`config.mk`:
```
export PLATFORM = sky130hd
export DESIGN_NAME = demux_scheduler_flat
export DESIGN_NICKNAME = d
export VERILOG_FILES = /design/src/rtl/demux_scheduler_if.sv /design/src/rtl/demux_scheduler.sv /design/src/flat_wrapper.sv
export SDC_FILE = /design/constraint.sdc
export NUM_CORES = 1
export LEC_CHECK = 0
export CAP_MARGIN = 20
export CORE_MARGIN = 3
export CORE_UTILIZATION = 54
export CTS_BUF_LIST = sky130_fd_sc_hd__clkbuf_4
export DETAILED_ROUTE_END_ITERATION = 7
export PLACE_DENSITY = 0.82
export SETUP_SLACK_MARGIN = 0.15
export SLEW_MARGIN = 20
export SYNTH_ARGS = -nofsm -noshare
export SYNTH_HDL_FRONTEND = slang
export SYNTH_SLANG_ARGS = --single-unit
```
`constraint.sdc`:
```
create_clock -name clk -period 5.36 [get_ports clk]
set_input_delay 1.072 -clock clk [delete_from_list [all_inputs] [get_ports clk]]
set_output_delay 1.072 -clock clk [all_outputs]
set_load 0.02 [all_outputs]
```
`src/rtl/demux_scheduler_if.sv`:
```
// Handshake bundle between an upstream bit source / downstream destinations
// and the round-robin demux scheduler.
interface demux_scheduler_if;
  logic       in_valid;
  logic       in_data;
  logic       in_ready;
  logic [7:0] en_mask;
  logic [7:0] out_ack;
  logic [2:0] s;
  logic [7:0] out;
  logic [7:0] out_valid;
  logic       drop;
  logic [7:0] drop_cnt;

  // Environment side: offers bits, enables and acknowledges destinations.
  modport master (
    output in_valid, in_data, en_mask, out_ack,
    input  in_ready, s, out, out_valid, drop, drop_cnt
  );

  // Scheduler side.
  modport slave (
    input  in_valid, in_data, en_mask, out_ack,
    output in_ready, s, out, out_valid, drop, drop_cnt
  );
endinterface

```
`src/rtl/demux_scheduler.sv`:
```
// Round-robin 1-to-8 bit demultiplexer with per-transfer ack timeout.
// A bit is accepted in IDLE, routed to the next enabled destination after
// the last served one, and held in SEND until that destination acks it or
// the wait budget runs out (counted as a drop).
module demux_scheduler #(
  parameter int unsigned TIMEOUT = 15
) (
  input logic               clk,
  input logic               rst_n,
  demux_scheduler_if.slave  bus
);

  typedef enum logic {
    IDLE = 1'b0,
    SEND = 1'b1
  } state_t;

  // Wait counter value on the last SEND cycle before a timeout.
  localparam logic [3:0] LAST_WAIT = 4'(TIMEOUT - 1);

  state_t     state;
  logic [2:0] ptr;
  logic [2:0] s;
  logic       data_bit;
  logic [3:0] wait_cnt;
  logic [7:0] out;
  logic [7:0] out_valid;
  logic       drop;
  logic [7:0] drop_cnt;
  logic [2:0] candidate;
  logic       ready;
  logic       ack_hit;

  // First enabled index searching base, base+1, ... base+7 (mod 8).
  // Iterating from the far end lets the nearest match overwrite the rest.
  function automatic logic [2:0] pick_next(input logic [7:0] mask,
                                           input logic [2:0] base);
    logic [2:0] idx;
    pick_next = base;
    for (int i = 7; i >= 0; i--) begin
      idx = base + 3'(i);
      if (mask[idx]) begin
        pick_next = idx;
      end
    end
  endfunction

  // Position decode for the select value.
  function automatic logic [7:0] one_hot(input logic [2:0] idx);
    one_hot = 8'h01 << idx;
  endfunction

  // Grant candidate, acceptance condition and ack of the granted destination.
  always_comb begin
    candidate = pick_next(bus.en_mask, ptr);
    ready     = (state == IDLE) && (bus.en_mask != 8'h00);
    ack_hit   = bus.out_ack[s];
  end

  // Scheduler FSM with registered demux outputs, drop pulse and drop counter.
  always_ff @(posedge clk or negedge rst_n) begin
    if (!rst_n) begin
      state     <= IDLE;
      ptr       <= 3'd0;
      s         <= 3'd0;
      data_bit  <= 1'b0;
      wait_cnt  <= 4'd0;
      out       <= 8'h00;
      out_valid <= 8'h00;
      drop      <= 1'b0;
      drop_cnt  <= 8'h00;
    end else begin
      drop <= 1'b0;
      case (state)
        IDLE: begin
          if (bus.in_valid && ready) begin
            state     <= SEND;
            s         <= candidate;
            data_bit  <= bus.in_data;
            wait_cnt  <= 4'd0;
            out_valid <= one_hot(candidate);
            out       <= bus.in_data ? one_hot(candidate) : 8'h00;
          end else begin
            out_valid <= 8'h00;
            out       <= 8'h00;
          end
        end
        SEND: begin
          if (ack_hit) begin
            // Ack wins even on the timeout boundary cycle.
            state     <= IDLE;
            ptr       <= s + 3'd1;
            out_valid <= 8'h00;
            out       <= 8'h00;
          end else if (wait_cnt == LAST_WAIT) begin
            state     <= IDLE;
            ptr       <= s + 3'd1;
            out_valid <= 8'h00;
            out       <= 8'h00;
            drop      <= 1'b1;
            if (drop_cnt != 8'hFF) begin
              drop_cnt <= drop_cnt + 8'd1;
            end else begin
              drop_cnt <= drop_cnt;
            end
          end else begin
            wait_cnt  <= wait_cnt + 4'd1;
            out_valid <= one_hot(s);
            out       <= data_bit ? one_hot(s) : 8'h00;
          end
        end
        default: begin
          state     <= IDLE;
          out_valid <= 8'h00;
          out       <= 8'h00;
        end
      endcase
    end
  end

  assign bus.in_ready  = ready;
  assign bus.s         = s;
  assign bus.out       = out;
  assign bus.out_valid = out_valid;
  assign bus.drop      = drop;
  assign bus.drop_cnt  = drop_cnt;

endmodule

```
`src/flat_wrapper.sv`:
```
// flat-port wrapper written by rule: the top's interface ports become plain ports
module demux_scheduler_flat 
#(
  parameter int unsigned TIMEOUT = 15
)
  (clk, rst_n, bus_in_valid, bus_in_data, bus_en_mask, bus_out_ack, bus_in_ready, bus_s, bus_out, bus_out_valid, bus_drop, bus_drop_cnt);
  demux_scheduler_if bus_i ();
  input logic clk;
  input logic rst_n;
  input wire logic [$bits(bus_i.in_valid)-1:0] bus_in_valid;
  input wire logic [$bits(bus_i.in_data)-1:0] bus_in_data;
  input wire logic [$bits(bus_i.en_mask)-1:0] bus_en_mask;
  input wire logic [$bits(bus_i.out_ack)-1:0] bus_out_ack;
  output wire logic [$bits(bus_i.in_ready)-1:0] bus_in_ready;
  output wire logic [$bits(bus_i.s)-1:0] bus_s;
  output wire logic [$bits(bus_i.out)-1:0] bus_out;
  output wire logic [$bits(bus_i.out_valid)-1:0] bus_out_valid;
  output wire logic [$bits(bus_i.drop)-1:0] bus_drop;
  output wire logic [$bits(bus_i.drop_cnt)-1:0] bus_drop_cnt;
  assign bus_i.in_valid = bus_in_valid;
  assign bus_i.in_data = bus_in_data;
  assign bus_i.en_mask = bus_en_mask;
  assign bus_i.out_ack = bus_out_ack;
  assign bus_in_ready = bus_i.in_ready;
  assign bus_s = bus_i.s;
  assign bus_out = bus_i.out;
  assign bus_out_valid = bus_i.out_valid;
  assign bus_drop = bus_i.drop;
  assign bus_drop_cnt = bus_i.drop_cnt;
  demux_scheduler #(.TIMEOUT(TIMEOUT)) u_core (.clk(clk), .rst_n(rst_n), .bus(bus_i));
endmodule
```
==> impl_metrics.toml, run 1 <==
[setup_path]
timing.critical_path.from_type = "input port"
cp_slowest_cell = "sky130_fd_sc_hd__clkdlybuf4s50_1"
worstRegToRegCells = 10
timing.critical_path.to_type = "primary output"
worst-endpoint-required_ns = 4.29
cp_slowest_stage_delay_ns = 0.68
worst-endpoint-arrival_ns = 2.85
crit_path_max_fanout = 11
setup_cp_type = "in -> out"
worstPathCellList = "clkdlybuf4s50_1, nor4_1, a21oi_1, clkdlybuf4s50_1"
timing.critical_path.mode_cell = "sky130_fd_sc_hd__clkdlybuf4s50_1"

[die]
num_rows = 25
dieWidth_um = 76.9
io_count = 49
floorplan.die_area_mm2 = 0.00592
start_util = 0.568
design.core.area_mm2 = 0.00479
die_height_um = 76.9

[sta]
share_of_the_clock_period_used_by_the_worst_path = 0.733
timing.max_slew.rel_slack = 0.428
grt_setup_unrepaired = "false"
fin_worst_skew_ns = 0.0184
postLayoutSetupSlackWorst_ns = 1.43
finalSetupViolCount = 0
worst_slew_pin_slew_ns = 0.857
timing_max_transition_violations_final = 0
achievable-frequency_mhz = 255
final.min_clock_period_ns = 3.93
final-hold-violation-count = 0
tns_ns = 0

[synthesis]
synth_area_leaders = "sky130_fd_sc_hd__dfrtp_1, sky130_fd_sc_hd__mux4_2, sky130_fd_sc_hd__nand2_1"
ys_async_sr_fraction = 1.00
dominantRegCellSynth = "sky130_fd_sc_hd__dfrtp_1"
yosysUniqueCellTypes = 49
synth.top_cell.area_share = 0.341
synth-edff-count = 0
synth.avg_cell_area_um2 = 9.81
syn_inst = 277
synth-seq-cells = 37
synth_top_cell_by_area = "sky130_fd_sc_hd__dfrtp_1"
synth.cell_area_mm2 = 0.00272
yosysSeqAreaShare = 0.341
yosys_warnings = 0
syn_nets = 308

[run]
number_of_max_capacitance_violations_reported = 0

[status]
status = "completed"

[cts]
cts_inserted_buffers = 5
clock_tree_sinks = 37
cts_tree = "yes"
cts.repair.resized = 0
cts_max_path_buffers = 2
cts_post_setup_buffers_inserted = 0
worst_skew_pair.late_latency_ns = 0.34
cts_hold_buf = 0
ctsHtreeMaxLevel = 2
path_clk_slew_ns = 0.11
clockRootBuffer = "sky130_fd_sc_hd__clkbuf_4"

[route]
detail_route.first_pass.iterations = 4
detail-route-antenna-nets = 0
routed_via_count = 2348
detail_route.iter0.violations = 171
drt_wl_total_um = 6320
detail_route.vias_per_cell = 6.13
remaining_drc_errors = 0
wl_per_cell_um = 16.5

[finish]
synthToLayoutAreaGrowth_pct = 19.5
layout_common_cells = "sky130_fd_sc_hd__clkdlybuf4s50_1, sky130_fd_sc_hd__nand2_1, sky130_fd_sc_hd__dfrtp_1, sky130_fd_sc_hd__nor2_1, sky130_fd_sc_hd__mux4_2"
nNetsFinal = 348
filler_cell_count = 378
most_common_library_cell_in_the_layout_ignoring_fill_and_taps = "sky130_fd_sc_hd__clkdlybuf4s50_1"
layout_cell_share_with_drive_strength_beyond_1 = 0.120
antenna_cells = 0

[power_and_ir_drop]
max-vdd-ir-drop_mv = 0.328
power.density_cell_area_mw_per_mm2 = 589
power_leakage_nw = 1.35

[placement]
place_hpwl_um = 4810
finalWeightedCongestion = 0.887
dp_slack_ns = 1.50
buffer_ports.inserted = 48

[grt]
grt_max_degree = 38
grt_overflow_total = 0
grt_antenna_before_repair = 0
grt_first_pass_wirelength_um = 10600
grt_use_total = 0.218
grt_pass1_vias = 2237

[worst_hold_path]
hold-path-cell-count = 2
holdCritPathClass = "reg -> reg"
[final timing paths]
path                                              from                                  to  slack, ns
max in group asynchronous                        rst_n  u_core.bus.drop_cnt[3]$_DFFE_PN0P_       3.88
min in group asynchronous                        rst_n   u_core.bus.out_valid[6]$_DFF_PN0_       1.16
min                        u_core.data_bit$_DFFE_PN0P_         u_core.data_bit$_DFFE_PN0P_       0.50
min reg2reg                u_core.data_bit$_DFFE_PN0P_         u_core.data_bit$_DFFE_PN0P_       0.50
max                                     bus_en_mask[4]                        bus_in_ready       1.43
max reg2reg                  u_core.ptr[0]$_DFFE_PN0P_         u_core.bus.out[6]$_DFF_PN0_       1.48
[cell type report]
type,count,area (um^2),share of cell area
clock buffer,5,37.5,0.0116
clock inverter,1,5.00,0.00154
inverter,11,41.3,0.0127
multi-input combinational,211,1650,0.508
sequential,37,926,0.285
tap,67,83.8,0.0258
timing repair buffer,51,503,0.155
[report_power, final]
part | total (mW) | internal [mW] | switching (mW) | leakage (nW)
clock network | 0.132 | 0.0455 | 0.0860 | 0.0269
registers | 0.420 | 0.346 | 0.0740 | 0.500
logic | 1.36 | 0.574 | 0.787 | 0.827
total | 1.91 | 0.966 | 0.947 | 1.35
[flip-flops by register name, indices dropped and copies added, names as in the netlist, 3 cells and up]
| name | count |
|---|---|
| u_core.bus.s | 3 |
| u_core.bus.out_valid | 8 |
| u_core.bus.drop_cnt | 8 |
| u_core.wait_cnt | 4 |
| u_core.bus.out | 8 |
| u_core.ptr | 3 |
[metrics by stage]
| step | total power, mW | instance area, um^2 | utilization | instances | hold slack [ns] |
|---|---|---|---|---|---|
| global placement | 1.74 | 3200 | 0.670 | 377 | 0.459 |
| detailed placement | 1.76 | 3200 | 0.670 | 377 | 0.471 |
| floorplan | 1.48 | 2720 | - | 277 | 0.446 |
| CTS | 1.90 | 3250 | 0.678 | 383 | 0.498 |
| global route | 2.06 | 3250 | 0.678 | 383 | 0.526 |
| finish | 1.91 | 3250 | 0.678 | 383 | 0.501 |
[cells in the mapped netlist, drive strengths merged (5+ instances only)]
cell type  instances
xor2               7
inv               10
o31ai              9
clkbuf             8
nand4              5
o21ai             12
mux2              13
mux4              13
dfrtp             37
nand2             39
a21oi              6
nor2              14
buf               10
ha                11
mux2i             10
o211ai             5
xnor2              5
nand3             12
[critical path, delay by kind of cell]
| family | cells | cell delay [ns] |
|---|---|---|
| AO/OA/AOI/OAI | 1 | 0.33 |
| AND/OR/NAND/NOR | 1 | 0.09 |
| buffers and inverters | 2 | 1.35 |
[kinds of logic after synthesis]
group                    share of synthesized area
XOR/XNOR                                    0.0414
flip-flops                                   0.341
AND/OR/NAND/NOR                              0.155
multiplexers                                 0.200
adder cells (fa/ha/maj)                     0.0506
buffers and inverters                       0.0520
AO/OA/AOI/OAI                                0.161
[metal layers]
| layer | part of all wire | track usage |
|---|---|---|
| met4 | 0.0092 | 0.0489 |
| met2 | 0.49 | 0.360 |
| met5 | 0 | 0 |
| met1 | 0.44 | 0.304 |
| met3 | 0.056 | 0.0352 |
Power figures use the tool's default switching activity.
==> run 2, diff against run 1 <==
Clock period 5.36 ns to 4.1 ns, I/O delays scaled along.
==> impl_metrics.toml, run 2 (same netlist as run 1, synthesis figures left out) <==
[route]
detail-route-antenna-nets = 0
wl_per_cell_um = 16.5
detail_route.first_pass.iterations = 4
drt_wl_total_um = 6370
routed_via_count = 2376
remaining_drc_errors = 0
detail_route.vias_per_cell = 6.14
detail_route.iter0.violations = 223

[worst_hold_path]
worstHoldEndpoint = "u_core.data_bit$_DFFE_PN0P_"
min-delay-start = "u_core.data_bit$_DFFE_PN0P_"
hold-path-cell-count = 2
holdCritPathClass = "reg -> reg"

[power_and_ir_drop]
p_int_mw = 1.34
max-vdd-ir-drop_mv = 0.500
power_frac_seq = 0.207
finalPower_mw = 2.60
power.density_cell_area_mw_per_mm2 = 787
power_frac_comb = 0.698
share_clk_of_total_power = 0.095
power_switching_mw = 1.25
switching_share = 0.482
power_leakage_nw = 1.38

[sta]
worst_slew_pin_slew_ns = 0.596
final-hold-violation-count = 0
timing_max_transition_violations_final = 0
achievable-frequency_mhz = 292
tns_ns = 0
finalSetupViolCount = 0
fin_worst_skew_ns = 0.0111
grt_setup_unrepaired = "false"
share_of_the_clock_period_used_by_the_worst_path = 0.835
timing.max_slew.rel_slack = 0.599
final.min_clock_period_ns = 3.42

[cts]
cts_hold_buf = 0
clock_tree_sinks = 37
cts_inserted_buffers = 5
path_clk_slew_ns = 0.11
ctsHtreeMaxLevel = 2
cts_tree = "yes"
worst_skew_pair.late_latency_ns = 0.35
cts.repair.resized = 0
cts_post_setup_buffers_inserted = 0
cts_max_path_buffers = 2
clockRootBuffer = "sky130_fd_sc_hd__clkbuf_4"

[die]
design.core.area_mm2 = 0.00479
io_count = 49
dieWidth_um = 76.9
die_height_um = 76.9
floorplan.die_area_mm2 = 0.00592
start_util = 0.568
num_rows = 25

[setup_path]
timing.critical_path.from_type = "input port"
worst-endpoint-required_ns = 3.28
setup_cp_type = "in -> out"
timing.critical_path.mode_cell = "sky130_fd_sc_hd__clkdlybuf4s50_1"
worstPathCellList = "clkdlybuf4s50_1, nor4_1, a21oi_1, clkdlybuf4s50_1"
worst-endpoint-arrival_ns = 2.60
cp_slowest_cell = "sky130_fd_sc_hd__clkdlybuf4s50_1"
cp_slowest_stage_delay_ns = 0.58
register_to_register_setup_slack_ns = 0.75
regToRegEndpoint = "u_core.bus.out_valid[2]$_DFF_PN0_"
crit_path_max_fanout = 10
worstRegToRegCells = 9
timing.critical_path.to_type = "primary output"
timing.rr.start = "u_core.ptr[0]$_DFFE_PN0P_"

[placement]
place.detailed.instances = 379
place_hpwl_um = 4850
placed_area_mm2 = 0.00322
finalWeightedCongestion = 0.902
buffer_ports.inserted = 48

[grt]
grt_max_degree = 38
grt_first_pass_wirelength_um = 10800
grt_use_total = 0.225
grt_antenna_before_repair = 0
grt_overflow_total = 0
grt_pass1_vias = 2225

[status]
status = "completed"

[finish]
filler_cell_count = 365
top_regs = "u_core.bus.drop_cnt: 8 flops, u_core.bus.out: 8 flops, u_core.bus.out_valid: 8 flops"
synthToLayoutAreaGrowth_pct = 21.4
layout_common_cells = "sky130_fd_sc_hd__clkdlybuf4s50_1, sky130_fd_sc_hd__nand2_1, sky130_fd_sc_hd__dfrtp_1, sky130_fd_sc_hd__nor2_1, sky130_fd_sc_hd__mux4_2"
most_common_library_cell_in_the_layout_ignoring_fill_and_taps = "sky130_fd_sc_hd__clkdlybuf4s50_1"
layoutNonFillerInstCount = 387
antenna_cells = 0
nNetsFinal = 350
layout_cell_share_with_drive_strength_beyond_1 = 0.128
final_design_area_no_fill_mm2 = 0.00330

[run]
number_of_max_capacitance_violations_reported = 0
==> run 2: cell count changes in the layout (fill, tap and decap cells not counted), sizes merged <==
cell / before / now
bufinv: 0 / 1
clkinvlp: 0 / 1
buf: 3 / 5
==> run 2: critical path, delay by kind of cell <==
kind / cells / cell delay, ns
buf+inv: 2 / 1.14
simple gates: 1 / 0.44
compound gates: 1 / 0.20
==> run 2: power groups by stage <==
stage          logic, mW  registers [mW]  clock network, mW
2_1_floorplan       1.35           0.584                  0
3_3_place_gp        1.74           0.543                  0
3_5_place_dp        1.78           0.544                  0
4_1_cts             1.79           0.537              0.251
5_1_grt             1.98           0.552              0.269
6_report            1.81           0.537              0.248
==> run 2: cell type report <==
cell class                      instances  area [um^2]  area share
Multi-Input combinational cell        211         1650       0.500
Sequential cell                        37          926       0.281
Timing Repair Buffer                   53          518       0.157
Tap cell                               67         83.8      0.0254
Clock inverter                          3         41.3      0.0125
Inverter                               11         41.3      0.0125
Clock buffer                            5         37.5      0.0114
==> run 2: routing by layer <==
layer | vias to the layer above | track usage | routed length (um)
met2 | 111 | 0.348 | 2970
met1 | 1138 | 0.326 | 2870
li1 | 1114 | - | -
met4 | 0 | 0.0688 | 106
met5 | - | 0 | 0
met3 | 13 | 0.0352 | 423
==> run 2: per-stage QoR <==
step                      hold slack [ns]  utilization  setup slack, ns
final                               0.495        0.689            0.677
after global routing                0.540        0.689            0.525
after detailed placement            0.464        0.673            0.537
after CTS                           0.492        0.689            0.724
after global placement              0.461        0.673            0.602
after floorplan                     0.446            -            0.690
==> run 2: how the worst max path moves through the flow <==
stage / from / end / slack (ns) / cells past startpoint
finish: bus_en_mask[7] / bus_in_ready / 0.68 / 4
global route: u_core.ptr[0]$_DFFE_PN0P_ / u_core.bus.out_valid[3]$_DFF_PN0_ / 0.52 / 9
CTS: bus_en_mask[7] / bus_in_ready / 0.72 / 4
detailed placement: bus_en_mask[4] / u_core.bus.out_valid[3]$_DFF_PN0_ / 0.54 / 7
global placement: bus_en_mask[3] / u_core.bus.out_valid[7]$_DFF_PN0_ / 0.60 / 7
floorplan: u_core.ptr[1]$_DFFE_PN0P_ / u_core.bus.out[7]$_DFF_PN0_ / 0.69 / 13
